## src/rtl/multi_channel_clock_gater.sv

```systemverilog
// N-channel glitch-free clock gater: synchronised requests, per-channel hold-off FSM, latch-based gating.
// Optional scan override port test_en is enabled by defining MULTI_CLOCK_GATER_TEST_EN.
module multi_channel_clock_gater #(
    parameter int  N_CH        = 4,
    parameter int  SYNC_STAGES = 2,
    parameter int  HOLD_CYCLES = 4,
    localparam int CNT_W       = (HOLD_CYCLES > 0) ? $clog2(HOLD_CYCLES + 1) : 1,
    localparam int ON_W        = $clog2(N_CH + 1)
) (
    input  logic            clk,
    input  logic            reset,
    input  logic [N_CH-1:0] async_clk_en,
`ifdef MULTI_CLOCK_GATER_TEST_EN
    input  logic            test_en,
`endif
    output logic [N_CH-1:0] gated_clk,
    output logic [N_CH-1:0] gated_clk_is_on,
    output logic [ON_W-1:0] on_count,
    output logic            all_off
);

    // state    | meaning
    // ST_OFF   | gate closed, waiting for a synchronised request
    // ST_ON    | gate open, request still present
    // ST_DRAIN | request gone, gate held open for HOLD_CYCLES more cycles
    typedef enum logic [1:0] {
        ST_OFF   = 2'd0,
        ST_ON    = 2'd1,
        ST_DRAIN = 2'd2
    } state_e;

    localparam logic [CNT_W-1:0] HOLD_LOAD = CNT_W'((HOLD_CYCLES > 0) ? HOLD_CYCLES - 1 : 0);

    logic [N_CH-1:0]  sync_q [SYNC_STAGES];
    logic [N_CH-1:0]  sync_en;

    state_e           state_q [N_CH];
    state_e           state_d [N_CH];
    logic [CNT_W-1:0] cnt_q   [N_CH];
    logic [CNT_W-1:0] cnt_d   [N_CH];
    logic [N_CH-1:0]  en_q;
    logic [N_CH-1:0]  en_d;

    logic [N_CH-1:0]  latch_d;
    logic [N_CH-1:0]  latch_q;

    logic [N_CH-1:0]  is_on_q;
    logic [ON_W-1:0]  on_count_q;
    logic [ON_W-1:0]  on_count_d;
    logic             all_off_q;
    logic             all_off_d;

    always_ff @(posedge clk or posedge reset) begin
        if (reset) begin
            for (int s = 0; s < SYNC_STAGES; s++) begin
                sync_q[s] <= '0;
            end
        end else begin
            sync_q[0] <= async_clk_en;
            for (int s = 1; s < SYNC_STAGES; s++) begin
                sync_q[s] <= sync_q[s-1];
            end
        end
    end

    assign sync_en = sync_q[SYNC_STAGES-1];

    always_ff @(posedge clk or posedge reset) begin
        if (reset) begin
            for (int i = 0; i < N_CH; i++) begin
                state_q[i] <= ST_OFF;
                cnt_q[i]   <= '0;
            end
            en_q <= '0;
        end else begin
            for (int i = 0; i < N_CH; i++) begin
                state_q[i] <= state_d[i];
                cnt_q[i]   <= cnt_d[i];
            end
            en_q <= en_d;
        end
    end

    always_comb begin
        en_d = '0;
        for (int i = 0; i < N_CH; i++) begin
            state_d[i] = state_q[i];
            cnt_d[i]   = cnt_q[i];
            case (state_q[i])
                ST_OFF: begin
                    if (sync_en[i]) begin
                        state_d[i] = ST_ON;
                    end
                end
                ST_ON: begin
                    if (!sync_en[i]) begin
                        if (HOLD_CYCLES == 0) begin
                            state_d[i] = ST_OFF;
                        end else begin
                            state_d[i] = ST_DRAIN;
                            cnt_d[i]   = HOLD_LOAD;
                        end
                    end
                end
                ST_DRAIN: begin
                    // A re-request returns straight to ON so the pulse train has no gap.
                    if (sync_en[i]) begin
                        state_d[i] = ST_ON;
                    end else if (cnt_q[i] == '0) begin
                        state_d[i] = ST_OFF;
                    end else begin
                        cnt_d[i] = cnt_q[i] - CNT_W'(1);
                    end
                end
                default: begin
                    state_d[i] = ST_OFF;
                end
            endcase
            en_d[i] = (state_d[i] != ST_OFF);
        end
    end

`ifdef MULTI_CLOCK_GATER_TEST_EN
    assign latch_d = en_q | {N_CH{test_en}};
`else
    assign latch_d = en_q;
`endif

    // Transparent only while clk is low, so the enable is frozen for the whole high phase.
    always_latch begin
        if (reset) begin
            latch_q <= '0;
        end else if (!clk) begin
            latch_q <= latch_d;
        end
    end

    assign gated_clk = {N_CH{clk}} & latch_q;

    always_comb begin
        on_count_d = '0;
        for (int i = 0; i < N_CH; i++) begin
            on_count_d = on_count_d + ON_W'(latch_q[i]);
        end
        all_off_d = (on_count_d == '0);
    end

    always_ff @(posedge clk or posedge reset) begin
        if (reset) begin
            is_on_q    <= '0;
            on_count_q <= '0;
            all_off_q  <= 1'b1;
        end else begin
            is_on_q    <= latch_q;
            on_count_q <= on_count_d;
            all_off_q  <= all_off_d;
        end
    end

    assign gated_clk_is_on = is_on_q;
    assign on_count        = on_count_q;
    assign all_off         = all_off_q;

endmodule

```

## config.mk

```make
export PLATFORM = sky130hd
export DESIGN_NAME = multi_channel_clock_gater
export DESIGN_NICKNAME = d
export VERILOG_FILES = /design/src/rtl/multi_channel_clock_gater.sv
export SDC_FILE = /design/constraint.sdc
export NUM_CORES = 1
export LEC_CHECK = 0
export ABC_AREA = 1
export BUFFER_PORTS_ARGS = -buffer_cell sky130_fd_sc_hd__buf_4
export CAP_MARGIN = 10
export CELL_PAD_IN_SITES_DETAIL_PLACEMENT = 0
export CELL_PAD_IN_SITES_GLOBAL_PLACEMENT = 1
export CORE_MARGIN = 5
export CORE_UTILIZATION = 48
export DETAILED_ROUTE_END_ITERATION = 6
export MAX_ROUTING_LAYER = met4
export PLACE_DENSITY_LB_ADDON = 0.1
export REMOVE_ABC_BUFFERS = 1
export SETUP_SLACK_MARGIN = 0.4
export SYNTH_ARGS = -nofsm -noshare
export SYNTH_HDL_FRONTEND = slang
export SYNTH_SLANG_ARGS = --single-unit
```

## constraint.sdc

```tcl
create_clock -name clk -period 4.05 [get_ports clk]
set_input_delay 0.81 -clock clk [delete_from_list [all_inputs] [get_ports clk]]
set_output_delay 0.81 -clock clk [all_outputs]
set_load 0.01 [all_outputs]
```

==> metrics.yaml, run 1 <==
area_growth_pct: 34.9
drc_errors: 0
crit_path_start: "latch_q[0]"
irDropWorstVdd_uv: 289
whs_ns: -0.0319
design.core.area_sq_mm: 0.00394
worst_pin_slew_ns: 0.843
yosysWarnings: 0
end_kind: "primary output"
maxSlewViolCount: 0
track_usage: 0.193
required_ns: 3.24
drtIter0Drc: 54
antenna_found_initial: 0
grt_pass1_wl_microns: 6640
finalPower_mw: 1.57
drive_gt1_frac: 0.318
first_pass_iters: 2
r2r-end: "all_off"
power_density_mw_per_mm2: 609
drv_cap: 0
overflow: 0
finalNetCount: 273
crit_buf_inv: 2
cp_max_fo: 2
critPathMaxStageDelay_ns: 0.34
slowest_stage: "dlxtp_1"
failed_checks: "negative hold slack"
final_cell_mix: "nand2_1 (53), inv_1 (40), dfrtp_1 (39)"
floorplan.rows: 23
clk_pin_slew_ns: 0.03
grt_pass1_vias: 1654
pin_count: 18
vias: 1444
chipWidth_microns: 73.1
start_kind: "latch"
hold_viol_final: 1
max_slew_margin: 0.438
final_util: 0.654
die_y_microns: 73.1
placed_area_sq_mm: 0.00211
hold_start: "reset"
cp_cell_sequence: "nand2_2, inv_2, buf_6"
die_area_sq_mm: 0.00535
worstHoldPathCells: 4
syn_avg_cell_area_sq_um: 9.37
design_area_sq_mm: 0.00258
ys_ff_latch: 44
netlist_area_sq_mm: 0.00191
reg2reg_slack_ns: 0.18
ff2ff_path_depth: 8
place_hpwl_microns: 2370
total_leakage_power_nw: 1.39
synthDistinctLibCells: 19
routed_wirelength_microns: 3730
arrival_ns: 3.13
vias_per_cell: 4.69
synthCells: 204
rsz0062_at_grt: "true"
crit_family: "latches"
fin_setup_tns_ns: 0
num_antenna_cells: 0
layout_commonest_cell: "nand2_1"
clk_latency_ns: 0.55
setup_viol_count_final: 0
drtAntennaViolNets: 0
start_util: 0.485
hold_class: "primary input to clock gate"
grt_max_degree: 24
place_congestion: 0.755
crit-reg2reg-launch: "latch_q[3]"
cts_tree: "done"
clock_skew_ns: 0.0651
criticalPathCategory: "latch to primary output"
dp_slack_ns: 0.281
fin_ws_ns: 0.106
io_buffer_count: 17
wl_per_cell_microns: 12.1
status: "finished with violations"
registers in the layout (all words and copies together) (netlist names):
| signal | flops |
|---|---|
| cnt_q | 12 |
| en_q | 4 |
| sync_en | 4 |
| on_count | 3 |
| state_q | 8 |
| gated_clk_is_on | 4 |
| all_off | 1 |
| sync_q | 4 |
| latch_q | 4 |
where the power goes:
group | switching [mW] | internal, mW | total (mW)
clock network | 0.260 | 0.551 | 0.811
registers | 0.0354 | 0.479 | 0.515
logic | 0.144 | 0.102 | 0.246
total | 0.438 | 1.13 | 1.57
timing repair:
item / CTS / global route
endpoints found under the hold margin: 1 / 0
pin swaps: 1 / 3
resized for setup: 6 / 7
gates cloned: 0 / 0
hold buffers: 1 / 0
setup endpoints to repair: 10 / 11
setup buffers: 4 / 4
logic make-up after synthesis:
| logic type | count (synthesis) | synth area share |
|---|---|---|
| and+or+nand+nor | 96 | 0.262 |
| buffers and inverters | 49 | 0.0962 |
| DFF | 40 | 0.524 |
| adders and majority gates | 11 | 0.0759 |
| AOI/OAI and AO/OA | 4 | 0.0105 |
| latches | 4 | 0.0314 |
cell usage after synthesis (all sizes together):
cell	n	area (sq um)
nand2	58	243
inv	49	184
dfrtp	39	976
nand3	23	173
nor2	14	80.1
ha	10	125
dlxtp	4	60.1
o21ai	4	20.0
dfstp	1	26.3
fa	1	20.0
nor3	1	5.00
layout make-up:
cell class,count,area (sq um)
clock buffers,29,379
clock inverters,6,40.0
fillers,319,1360
inverters,45,169
multi-input cells,111,688
flip-flops and latches,44,1060
well taps,50,62.6
repair buffers,23,179
per-stage QoR:
| stage | hold WS [ns] | std cells |
|---|---|---|
| 6_report | -0.0319 | 308 |
| 5_1_grt | 0.145 | 308 |
| 4_1_cts | 0.0139 | 304 |
| 3_5_place_dp | -0.293 | 272 |
| 3_3_place_gp | -0.326 | 272 |
| 2_1_floorplan | -0.724 | 204 |
metal layers:
| metal | vias up | GRT usage | wire length (microns) |
|---|---|---|---|
| met4 | 0 | 0.238 | 139 |
| met3 | 18 | 0.125 | 194 |
| met2 | 33 | 0.254 | 1940 |
| li1 | 706 | - | - |
| met1 | 687 | 0.162 | 1460 |
| met5 | - | - | 0 |
worst reg2reg max path: stages (launching register included):
cell,delay (ns)
dlxtp_1,0.33
buf_4,0.12
buf_6,0.09
inv_2,0.03
fa_1,0.53
inv_1,0.05
ha_2,0.19
ha_4,0.22
nor3_2,0.16
worst max path at each step:
stage              endpoint  slack [ns]  depth (start not counted)
2_1_floorplan       all_off        0.41                          6
4_1_cts        gated_clk[0]        0.09                          3
6_report       gated_clk[0]        0.11                          3
3_5_place_dp        all_off        0.28                          6
3_3_place_gp        all_off        0.36                          6
5_1_grt        gated_clk[2]        0.03                          3
Note: power is estimated with default switching activity, not from simulation.
==> run 2: changes to the inputs <==
--- a/config.mk
+++ b/config.mk
@@ -5,13 +5,13 @@
 export SDC_FILE = /design/constraint.sdc
 export NUM_CORES = 1
 export LEC_CHECK = 0
-export ABC_AREA = 1
+export ABC_AREA = 0
 export BUFFER_PORTS_ARGS = -buffer_cell sky130_fd_sc_hd__buf_4
 export CAP_MARGIN = 10
 export CELL_PAD_IN_SITES_DETAIL_PLACEMENT = 0
 export CELL_PAD_IN_SITES_GLOBAL_PLACEMENT = 1
 export CORE_MARGIN = 5
-export CORE_UTILIZATION = 48
+export CORE_UTILIZATION = 49
 export DETAILED_ROUTE_END_ITERATION = 6
 export MAX_ROUTING_LAYER = met4
 export PLACE_DENSITY_LB_ADDON = 0.1
==> run 2 against run 1 <==
  * The run now ends clean
  * Utilization shrank 0.22 points
  * Cell count down 9.1%
  * Clock power down 2%
  * Total power shrank 4.0%
  * Sequential share of layout area grew 0.14 points
  * Non-clock buffer count is 5 lower
  * Largest cell class unchanged
==> metrics.yaml, run 2 <==
yosysTopAreaCell: "dfrtp_1"
dp_slack_ns: 0.343  # +0.0621 ns
required_ns: 3.24  # about the same
design.core.area_sq_mm: 0.00394  # unchanged
syn_avg_cell_area_sq_um: 10.4  # +11%
placed_area_sq_mm: 0.00213  # +1.1%
yosysMostFrequentCell: "dfrtp_1"
fillerInstances: 302  # -5.3%
clk_pin_slew_ns: 0.07  # +0.04 ns
setup_viol_count_final: 0  # unchanged
instances_no_fill: 280  # -9.1%
place_congestion: 0.741  # -1.9%
drv_cap: 0  # unchanged
end_kind: "primary output"
irDropWorstVdd_uv: 287  # -0.98%
power_density_mw_per_mm2: 587  # -3.7%
crit_path_start: "latch_q[1]"
dr.max_layer_used: "met4"
multi_input_area_sq_um: 836  # +21%
wl_met2_microns: 1830  # -5.5%
synthCells: 189  # -7.4%
register_area_sq_mm: 0.00106  # unchanged
antenna_found_initial: 0  # unchanged
largest_register: "cnt_q"
wl_met1_microns: 1610  # +11%
pin_count: 18  # unchanged
hold_class: "register to register"
final_cell_mix: "dfrtp_1 (39), clkbuf_8 (24), a21oi_1 (21), inv_1 (21), nand2b_1 (18)"
drive_gt1_frac: 0.243  # -0.0744
wl_per_cell_microns: 14.1  # +17%
place_hpwl_microns: 2330  # -2.0%
area_growth_pct: 30.6
cts_tree: "done"
synth_area_leaders: "dfrtp_1 (50%), ha_1 (6.4%), nand2b_1 (5.7%)"
synth_ff_type: "dfrtp_1"
synth_edf_count: 0  # unchanged
clock_skew_ns: 0.0590  # -0.00609 ns
start_kind: "latch"
drtIter0Drc: 65  # +20%
grt_max_degree: 26  # +8.3%
cp_max_fo: 3  # +1
ys_ff_latch: 44  # unchanged
critPathCapture: "gated_clk[1]"
hold_viol_final: 0  # -1
largest_reg_flops: 12  # unchanged
overflow: 0  # unchanged
vias: 1504  # +4.2%
routed_wirelength_microns: 3950  # +6.1%
start_util: 0.500  # +0.0146
drtAntennaViolNets: 0  # unchanged
netlist_area_sq_mm: 0.00197  # +3.0%
max_slew_margin: 0.589  # +0.151
yosysTopAreaCellShare: 0.496  # -0.0149
clk_latency_ns: 0.56  # about the same
fin_ws_ns: 0.0565  # -0.0497 ns
drc_errors: 0  # unchanged
synthTopCellsByCount: "dfrtp_1 (39), inv_1 (22), a21oi_1 (21), nand2b_1 (18), ha_1 (10)"
yosysWarnings: 0  # unchanged
die_y_microns: 73.4  # +0.39%
async_flop_share: 0.909  # unchanged
arrival_ns: 3.18  # +0.05 ns
worst_pin_slew_ns: 0.616  # -0.227 ns
chipWidth_microns: 73.4  # +0.39%
maxSlewViolCount: 0  # unchanged
io_buffer_count: 17  # unchanged
crit-reg2reg-launch: "latch_q[0]"
finalNetCount: 245  # -10%
routed-wl-met3_microns: 350  # +80%
dp_cells: 249  # -8.5%
total_leakage_power_nw: 1.20  # -14%
ff2ff_path_depth: 6  # -2
design_area_sq_mm: 0.00257  # -0.34%
die_area_sq_mm: 0.00539  # +0.78%
status: "finished, final reports clean"
rsz0062_at_grt: "true"
grt_pass1_wl_microns: 7480  # +13%
synthDistinctLibCells: 32  # +13
floorplan.rows: 23  # unchanged
grt_pass1_vias: 1582  # -4.4%
largestRegisters: "cnt_q (12), state_q (8)"
criticalPathCategory: "latch to primary output"
vias_per_cell: 5.37  # +15%
first_pass_iters: 4  # +2
num_antenna_cells: 0  # unchanged
fin_setup_tns_ns: 0  # unchanged
layout_commonest_cell: "dfrtp_1"
track_usage: 0.230  # +0.0373
reg2reg_slack_ns: 0.37  # +0.19 ns
r2r-end: "all_off"
==> run 2: cell types whose count changed in the layout (fill, tap and decap cells not counted), sizes merged, moves of 5 or more <==
cell and change:
and4 +5, nor2 -5, nand2 -57, nor2b +6, buf -6, nand3 -17, nand2b +18, inv -27
a21oi +21
==> run 2: power by group <==
part	leakage, nW	total [mW]	switching [mW]	internal (mW)
clock	0.224	0.797	0.265	0.532
sequential	0.498	0.526	0.0512	0.474
combinational	0.476	0.186	0.0875	0.0985
total	1.20	1.51	0.404	1.11
==> run 2: timing repair <==
| item | CTS | global route |
|---|---|---|
| pin swaps | 4 | 3 |
| hold endpoints to repair | 1 | 0 |
| buffers inserted | 1 | 1 |
| setup endpoints to repair | 10 | 12 |
| resized for setup | 9 | 5 |
| hold buffers | 2 | 0 |
==> run 2: how the worst min path moves through the flow <==
stage                     slack (ns)  cells past startpoint  startpoint    endpoint
after floorplan                -0.72                      1       reset  clock gate
after global placement         -0.43                      3       reset  clock gate
after detailed placement       -0.42                      3       reset  clock gate
after CTS                       0.35                      0   sync_q[4]  sync_en[0]
after global routing            0.37                      0   sync_q[5]  sync_en[1]
final                           0.35                      0   sync_q[4]  sync_en[0]
==> run 2: worst max-delay path, stage by stage, from the launching register on <==
cell	delay [ns]
dlxtp_1	0.35
and2_4	0.15
buf_6	0.09
==> run 2: metrics by stage <==
stage / hold WS (ns) / power, mW / util
after global routing: 0.367 / 1.65 / 0.652
after CTS: 0.355 / 1.50 / 0.646
final: 0.351 / 1.51 / 0.652
after detailed placement: -0.419 / 0.733 / 0.541
after global placement: -0.427 / 0.722 / 0.541
after floorplan: -0.724 / 0.656 / -
==> run 2: layout make-up <==
cell class,instances,area share
clock inverters,1,0.00195
clock buffers,30,0.149
well taps,50,0.0243
repair buffers,18,0.0545
flip-flops and latches,44,0.413
multi-input cells,115,0.325
inverters,22,0.0321
==> run 2: routing by layer <==
| layer | global-route usage | vias to the layer above |
|---|---|---|
| met4 | 0.274 | 0 |
| li1 | - | 723 |
| met3 | 0.174 | 18 |
| met5 | - | - |
| met1 | 0.219 | 702 |
| met2 | 0.262 | 61 |
==> run 2: logic make-up (layout without fill, tap and decap cells) <==
kind of cell,count (synthesis),after routing,synth area share
and+or+nand+nor,60,60,0.187
adders and majority gates,11,11,0.0737
DFF,40,40,0.509
AOI/OAI and AO/OA,44,44,0.140
buffers and inverters,30,71,0.0597
latches,4,4,0.0305
==> run 3: changes to the inputs <==
--- a/config.mk
+++ b/config.mk
@@ -11,11 +11,10 @@
 export CELL_PAD_IN_SITES_DETAIL_PLACEMENT = 0
 export CELL_PAD_IN_SITES_GLOBAL_PLACEMENT = 1
 export CORE_MARGIN = 5
-export CORE_UTILIZATION = 49
+export CORE_UTILIZATION = 46
 export DETAILED_ROUTE_END_ITERATION = 6
 export MAX_ROUTING_LAYER = met4
 export PLACE_DENSITY_LB_ADDON = 0.1
-export REMOVE_ABC_BUFFERS = 1
 export SETUP_SLACK_MARGIN = 0.4
 export SYNTH_ARGS = -nofsm -noshare
 export SYNTH_HDL_FRONTEND = slang
==> constraint.sdc (replaced) <==
create_clock -name clk -period 3.86 [get_ports clk]
set_input_delay 0.772 -clock clk [delete_from_list [all_inputs] [get_ports clk]]
set_output_delay 0.772 -clock clk [all_outputs]
set_load 0.01 [all_outputs]
==> run 3 against run 2 <==
  * Cell count rose by 0.36%
  * Setup slack got worse by 0.036 ns
  * Utilization is 1.9 points lower
  * Clock-buffer cell count stayed put
  * Clock skew fell by 0.010 ns
  * Hold slack got worse by 0.27 ns
  * Die area is 5.6% higher
  * Sequential cell count is the same
  * Sequential share of layout area fell by 0.28 points
  * Via count fell by 0.66%
==> metrics.yaml, run 3 (synthesis results as in run 2) <==
track_usage: 0.193  # -0.0368
place_hpwl_microns: 2430  # +4.4%
largestRegisters: "cnt_q (12), state_q (8)"
largest_register: "cnt_q"
chipWidth_microns: 75.4  # +2.8%
fillerInstances: 312  # +3.3%
num_antenna_cells: 0  # unchanged
rsz0062_at_grt: "true"
wl_per_cell_microns: 14.2  # +0.58%
vias_per_cell: 5.32  # -1.0%
setup_viol_count_final: 0  # unchanged
synthesis.nets: 206
hold_viol_final: 0  # unchanged
max_slew_margin: 0.410  # -0.179
crit_buf_inv: 1  # unchanged
drv_cap: 0  # unchanged
grt_max_degree: 24  # -7.7%
grt_pass1_vias: 1610  # +1.8%
required_ns: 3.09  # -0.15 ns
cp_cell_sequence: "and2_4, buf_6"
clk_pin_slew_ns: 0.03  # -0.04 ns
antenna_found_initial: 0  # unchanged
drc_errors: 0  # unchanged
maxSlewViolCount: 0  # unchanged
irDropWorstVdd_uv: 237  # -17%
start_kind: "latch"
vias: 1494  # -0.66%
overflow: 0  # unchanged
pin_count: 18  # unchanged
critPathMaxStageDelay_ns: 0.35  # about the same
design_area_sq_mm: 0.00259  # +0.68%
power_density_mw_per_mm2: 615  # +4.8%
area_growth_pct: 31.4
start_util: 0.482  # -0.0176
floorplan.rows: 23  # unchanged
cts_tree: "done"
end_kind: "primary output"
slowest_stage: "dlxtp_1"
grt_pass1_wl_microns: 6970  # -6.8%
fin_setup_tns_ns: 0  # unchanged
status: "finished, final reports clean"
design.core.area_sq_mm: 0.00409  # +3.6%
drtIter0Drc: 75  # +15%
worst_pin_slew_ns: 0.885  # +0.268 ns
final_cell_mix: "dfrtp_1 (39), clkbuf_8 (22), a21oi_1 (21)"
io_buffer_count: 17  # unchanged
criticalPathCategory: "latch to primary output"
finalNetCount: 246  # +0.41%
routed_wirelength_microns: 3990  # +0.94%
drive_gt1_frac: 0.255  # +0.0119
crit_family: "latches"
clock_skew_ns: 0.0487  # -0.0103 ns
arrival_ns: 3.07  # -0.11 ns
cp_max_fo: 2  # -1
largest_reg_flops: 12  # unchanged
layout_commonest_cell: "dfrtp_1"
die_y_microns: 75.4  # +2.8%
drtAntennaViolNets: 0  # unchanged
total_leakage_power_nw: 1.21  # +0.71%
clk_latency_ns: 0.54  # -0.02 ns
die_area_sq_mm: 0.00569  # +5.6%
hold_class: "primary input to clock gate"
placed_area_sq_mm: 0.00215  # +0.70%
first_pass_iters: 4  # unchanged
place_congestion: 0.810  # +9.4%
[run 3: cell types whose count changed in the layout (fill, tap and decap cells not counted)]
cell,delta
buf_6,+2
buf_8,+2
clkbuf_8,-2
dlygate4sd3_1,-1
inv_1,-1
inv_4,+1
[run 3: metal layers]
layer  vias to the layer above  GRT usage  routed length [microns]
met3                        17      0.115                      195
met1                       719      0.191                     1740
li1                        716          -                        -
met4                         0      0.235                      139
met5                         -          -                        0
met2                        42      0.232                     1920
[run 3: area by class of cell]
type / instances / area, sq um / share of cell area
Tap cell: 50 / 62.6 / 0.0242
Inverter: 22 / 85.1 / 0.0329
Clock inverter: 1 / 5.00 / 0.00193
Timing Repair Buffer: 19 / 153 / 0.0590
Multi-Input combinational cell: 115 / 836 / 0.323
Sequential cell: 44 / 1060 / 0.410
Clock buffer: 30 / 385 / 0.149
[run 3: metrics by stage]
stage	setup slack, ns	hold slack [ns]	util	instances	total power [mW]
floorplan	0.405	-0.667	-	189	0.696
global placement	0.367	-0.247	0.525	249	0.766
detailed placement	0.254	-0.204	0.525	249	0.780
CTS	-0.0102	0.119	0.628	280	1.59
global route	-0.0301	0.221	0.633	281	1.70
finish	0.0203	0.0766	0.633	281	1.59
[run 3: timing repair]
item | 4_1_cts | 5_1_grt
buffers inserted | 3 | 1
endpoints found under the hold margin | 1 | 0
gates resized for setup | 13 | 5
pin swaps | 4 | 2
hold buffers | 1 | 0
endpoints found under the setup margin | 11 | 12
[run 3: worst register-to-register path: stages, from the launching register on]
cell and delay [ns]:
dlxtp_1 0.34, buf_6 0.12, inv_4 0.03, fa_1 0.57
inv_2 0.05, ha_4 0.16, ha_4 0.24, nor3_4 0.11
[run 3: power breakdown]
part	total [mW]	switching, mW	internal (mW)
Combinational	0.201	0.0948	0.106
Sequential	0.554	0.0556	0.498
Clock	0.838	0.270	0.568
Total	1.59	0.420	1.17
[run 3: final timing paths]
path / slack (ns) / end / start / cells after the start
max in group asynchronous: 2.01 / sync_q[4] / reset / 4
hold reg to reg: 0.35 / sync_en[1] / sync_q[5] / 0
setup reg to reg: 0.19 / all_off / latch_q[0] / 7
min in group asynchronous: 1.07 / gated_clk_is_on[1] / reset / 3
hold / removal: 0.08 / clock gate / reset / 4
min in group clk: 0.35 / sync_en[1] / sync_q[5] / 0
max in group gated: 1.53 / clock gate / reset / 4
setup / recovery: 0.02 / gated_clk[3] / latch_q[3] / 2
